### src/rtl/seat_request_loader.sv
// Serial-to-parallel front end for the combinational seat allocator: gathers up to seven
// candidate codes, lets the allocator settle, then streams its three seat results out.
module seat_request_loader #(
   parameter int W             = 4,
   parameter int SETTLE_CYCLES = 1
) (
   input  logic         clk,
   input  logic         rst,
   input  logic         in_valid,
   output logic         in_ready,
   input  logic [W-1:0] in_data,
   input  logic         in_last,
   output logic [W-1:0] n,
   output logic [W-1:0] c1,
   output logic [W-1:0] c2,
   output logic [W-1:0] c3,
   output logic [W-1:0] c4,
   output logic [W-1:0] c5,
   output logic [W-1:0] c6,
   output logic [W-1:0] c7,
   input  logic [W-1:0] r1,
   input  logic [W-1:0] r2,
   input  logic [W-1:0] r3,
   output logic         out_valid,
   input  logic         out_ready,
   output logic [1:0]   out_seat,
   output logic [W-1:0] out_data,
   output logic         out_last,
   output logic         busy
);

   typedef enum logic [1:0] {LOAD, SETTLE, EMIT} state_t;

   state_t              state_q, state_d;
   logic [2:0]          count_q, count_d;
   logic [W-1:0]        n_q, n_d;
   logic [6:0][W-1:0]   c_q, c_d;
   logic [3:0]          settle_q, settle_d;
   logic [2:0][W-1:0]   cap_q, cap_d;
   logic [1:0]          seat_q, seat_d;
   logic [2:0]          count_inc;
   logic                accept;

   always_ff @(posedge clk) begin
      if (rst) begin
         state_q  <= LOAD;
         count_q  <= '0;
         n_q      <= '0;
         c_q      <= '0;
         settle_q <= '0;
         cap_q    <= '0;
         seat_q   <= '0;
      end else begin
         state_q  <= state_d;
         count_q  <= count_d;
         n_q      <= n_d;
         c_q      <= c_d;
         settle_q <= settle_d;
         cap_q    <= cap_d;
         seat_q   <= seat_d;
      end
   end

   always_comb begin
      state_d   = state_q;
      count_d   = count_q;
      n_d       = n_q;
      c_d       = c_q;
      settle_d  = settle_q;
      cap_d     = cap_q;
      seat_d    = seat_q;
      in_ready  = (state_q == LOAD) && (count_q < 3'd7);
      accept    = in_valid && in_ready;
      count_inc = count_q + 3'd1;

      case (state_q)
         LOAD: begin
            if (accept) begin
               c_d[count_q] = in_data;
               count_d      = count_inc;
               // The seventh code closes the frame even without in_last.
               if (in_last || (count_q == 3'd6)) begin
                  n_d      = W'(count_inc);
                  settle_d = '0;
                  state_d  = SETTLE;
               end
            end
         end
         SETTLE: begin
            settle_d = settle_q + 4'd1;
            if (settle_q == 4'(SETTLE_CYCLES - 1)) begin
               cap_d   = {r3, r2, r1};
               seat_d  = 2'd1;
               state_d = EMIT;
            end
         end
         EMIT: begin
            if (out_ready) begin
               if (seat_q == 2'd3) begin
                  seat_d  = '0;
                  count_d = '0;
                  n_d     = '0;
                  c_d     = '0;
                  state_d = LOAD;
               end else begin
                  seat_d = seat_q + 2'd1;
               end
            end
         end
         default: state_d = LOAD;
      endcase
   end

   always_comb begin
      out_data = '0;
      if (state_q == EMIT) begin
         case (seat_q)
            2'd1:    out_data = cap_q[0];
            2'd2:    out_data = cap_q[1];
            2'd3:    out_data = cap_q[2];
            default: out_data = '0;
         endcase
      end
   end

   assign out_valid = (state_q == EMIT);
   assign out_seat  = seat_q;
   assign out_last  = (state_q == EMIT) && (seat_q == 2'd3);
   assign busy      = !((state_q == LOAD) && (count_q == 3'd0));
   assign n         = n_q;
   assign c1        = c_q[0];
   assign c2        = c_q[1];
   assign c3        = c_q[2];
   assign c4        = c_q[3];
   assign c5        = c_q[4];
   assign c6        = c_q[5];
   assign c7        = c_q[6];

endmodule
### config.mk
export PLATFORM = sky130hd
export DESIGN_NAME = seat_request_loader
export DESIGN_NICKNAME = d
export VERILOG_FILES = /design/src/rtl/seat_request_loader.sv
export SDC_FILE = /design/constraint.sdc
export NUM_CORES = 1
export LEC_CHECK = 0
export ABC_AREA = 1
export BUFFER_PORTS_ARGS = -buffer_cell sky130_fd_sc_hd__clkbuf_2
export CAP_MARGIN = 20
export CORE_ASPECT_RATIO = 0.75
export CORE_MARGIN = 2
export CORE_UTILIZATION = 32
export DETAILED_ROUTE_END_ITERATION = 6
export PLACE_DENSITY_LB_ADDON = 0.2
export SLEW_MARGIN = 10
export SYNTH_ARGS = -nofsm -noshare
export SYNTH_HDL_FRONTEND = slang
export SYNTH_SLANG_ARGS = --single-unit
### constraint.sdc
create_clock -name clk -period 1.8 [get_ports clk]
set_input_delay 0.54 -clock clk [delete_from_list [all_inputs] [get_ports clk]]
set_output_delay 0.54 -clock clk [all_outputs]
set_load 0.005 [all_outputs]
==> summary.md <==
| Metric | Value |
|---|---|
| Status | finished, violations left |
| Failing checks | negative setup slack |
| Routed vias/inst | 4.75 |
| Crit Path Max Fanout | 4 |
| Worst-Skew Late Latency | 0.31 ns |
| Clock Path Buffers | 2 |
| Synth Instances | 337 |
| IO buf count | between 60 and 70 |
| Fmax | 553 MHz |
| Final ANT Viol Nets | 0 |
| Top_reg_cell synth | dfxtp_1 |
| Setup CP Type | reg -> out |
| Worst hold path class | reg -> reg |
| Endpoints failing setup | 2 |
| Syn Area/Cell | 7.46 µm² |
| Tcrit/Tclk final | 100% |
| Nature of the critical path startpoint | flop |
| Filler cell count | 755 |
| Gpl congestion | 0.760 |
| Cell Int Power | 0.00249 W |
| I/O pin count | 63 |
| Clock power share | 16.8% |
| First DRT Iteration DRCs | 120 |
| Minimum clock period | between 1.5 and 2 ns |
| FP Rows | 27 |
| Multi-input gate area | 1330 µm² |
| CTS Hold Bufs | 0 |
| Final Cell Area | roughly 3200 µm² |
| Hold Fails Final Rpt | 0 |
| Clock sink count | 54 |
| Finished Layout Cells | 513 |
| Post-Syn Nets | between 300 and 400 |
| Cells after DPL | 497 |
| Cell Area, Placed | a little under 3000 µm² |
| Largest net degree at the start of global routing | 36 |
| Grt ovf | 0 |
| DRC | 0 |
| DIE HEIGHT | between 80 and 90 µm |
| Setup Skew | between 0.01 and 0.015 ns |
| Net Sw Power | 0.00171 W |
| Net Sw Frac | 40.6% |
| Commonest cells in the synthesized netlist | 66 x nand2_1, 54 x dfxtp_1, 41 x a21oi_1 |
| Routed wire length | about 6500 µm |
| Worst setup EP type | primary output |
| CTS Buf Count | 5 |
| Ys Warns | 0 |
| Comb power frac | 43.1% |
| RSZ-0062 raised after global routing | true |
| Drt first pass iters | 4 |
| Final setup margin | -0.00884 ns |
| Slew Viols, Final | 0 |
| Number of synthesized flops with an enable pin | 0 |
| Sequential share of power | 40.1% |
| Routed WL per cell | 12.7 µm |
| First-pass GRT wire length | 10,600 µm |
| Area grow syn2layout | 28.4% |
| DIE WIDTH | 106 µm |
| Synthesized area | 2510 µm² |
| Pwr Total | 0.00420 W |
| Core ar. | 7470 µm² |
| Nets | 441 |
| TritonCTS clock tree | built |
| Synth area leader | dfxtp_1 |
| Initial core utilization | roughly a third |
| Ys async rst share | 0% |
| Register area | roughly 1100 µm² |
| Max-cap violations | 0 |
| Ranking of synthesized cells by area | dfxtp_1 43%, nand2_1 9.9%, a21oi_1 8.2%, nand4_1 7.2%, nor2_1 5.8% |
| Global-route usage over all layers | 15.5% |
| Root Buffer | clkbuf_8 |
| Hold slack | about 0.47 ns |
| Clock-pin slew of the registers on the worst-case setup and hold paths | 0.10 ns |
| Pwr/cell area | 1300 nW/µm² |
| Static leakage | 1.40 nW |
| Data required time of the critical path | 1.26 ns |
| Inserted Diodes | 0 |
| Synth top area share | 43.0% |
| #FFs+latches synth | 54 |
| Peak supply drop | 0.000528 V |
| Post-DP HPWL | 4680 µm |
| Routed via count | 2,438 |
| Critical Path AT | about 1.3 ns |
| Vias in the first global route | 2,219 |
| Initial antenna violation count | 0 |
| Layout cells sized above 1 | 32.0% |
| Register area share after synthesis | a little over two fifths |
| Synth cell types | 26 |
| Most numerous cell in the Yosys netlist | nand2_1 |
| Die area | 8590 µm² |
| CTS H-tree lvls | 2 |
## repair_timing
| item | CTS | global route |
|---|---|---|
| setup buffers | 6 | 2 |
| resized for setup | 23 | 12 |
| pin swaps | 11 | 9 |
| endpoints found under the setup margin | 8 | 8 |
## power groups by stage
stage | Combinational [W] | Sequential (W) | Clock [W]
after detailed placement | 0.00164 | 0.00166 | 0
after floorplan | 0.00113 | 0.00164 | 0
after global routing | 0.00207 | 0.00172 | 0.000767
after global placement | 0.00163 | 0.00166 | 0
final | 0.00181 | 0.00168 | 0.000707
after CTS | 0.00178 | 0.00166 | 0.000718
## worst paths after layout
check,end,cells after the start,slack (ns),from
setup reg to reg,c6[3],8,0.19,state_q[1]
setup / recovery,out_data[0],7,-0.009,out_seat[0]
hold / removal,c7[3],2,0.47,c7[3]
hold reg to reg,c7[3],2,0.47,c7[3]
## per-stage QoR
step           utilization (%)  setup TNS, ns  setup WS, ns
2_1_floorplan                -              0         0.262
3_3_place_gp              39.6              0         0.107
3_5_place_dp              39.6              0        0.0561
4_1_cts                   42.5        -0.0322      -0.00863
5_1_grt                   43.2         -0.286       -0.0885
6_report                  43.2       -0.00938      -0.00884
## routing by layer
metal,track usage [%],share of wire (%),vias to the layer above
met2,22.8,42,46
met5,0,0,-
met3,3.77,5.2,7
li1,-,-,1273
met4,4.21,0.83,0
met1,22.5,52,1112
## flip-flops by register name, summed over array words and instances (netlist names)
| register | flops |
|---|---|
| n | 3 |
| c4 | 4 |
| out_seat | 2 |
| c3 | 4 |
| count_q | 3 |
| c2 | 4 |
| state_q | 2 |
| cap_q | 12 |
| c5 | 4 |
| c7 | 4 |
| c6 | 4 |
| settle_q | 4 |
| c1 | 4 |
## cells in the final DEF (no fill, tap or decap)
cell type and instances:
a21oi_1 41, clkbuf_2 61, clkbuf_8 6, buf_4 22
nor2_2 1, conb_1 1, ha_4 4, nand2_2 5
nor2_1 37, nand3_1 9, clkinv_2 1, inv_1 19
o21ai_2 1, dfxtp_4 3, nand2_1 61, nand4_1 29
inv_2 4, ha_1 5, xnor2_1 1, clkbuf_1 1
nand2_4 1, o211ai_1 1, dfxtp_1 48, nor2_4 4
dfxtp_2 3, nor3_2 4, o21ai_0 17, inv_4 4
nand3_2 6, o21ai_1 7, nor3_1 3, or2_2 2
## cell type report
type	count	share of cell area [%]
multi-input cells	240	41.3
flip-flops and latches	54	34.0
repair buffers	83	14.6
well taps	101	3.91
inverters	27	3.45
clock buffers	7	2.67
clock inverters	1	0.155
## worst max-delay path: stages (launching register included)
cell	delay, ns
dfxtp_4	0.41
inv_4	0.06
ha_4	0.18
nand2_1	0.06
nand3_1	0.07
nand2_1	0.06
inv_1	0.03
clkbuf_2	0.10
## kinds of logic after synthesis
logic type,share of synthesized area (%)
buffers and inverters,7.71
flip-flops,43.0
XOR/XNOR,0.348
adder cells (fa/ha/maj),4.48
AO/OA/AOI/OAI,13.6
AND/OR/NAND/NOR,30.7
other,0.149
Power figures use the tool's default switching activity.
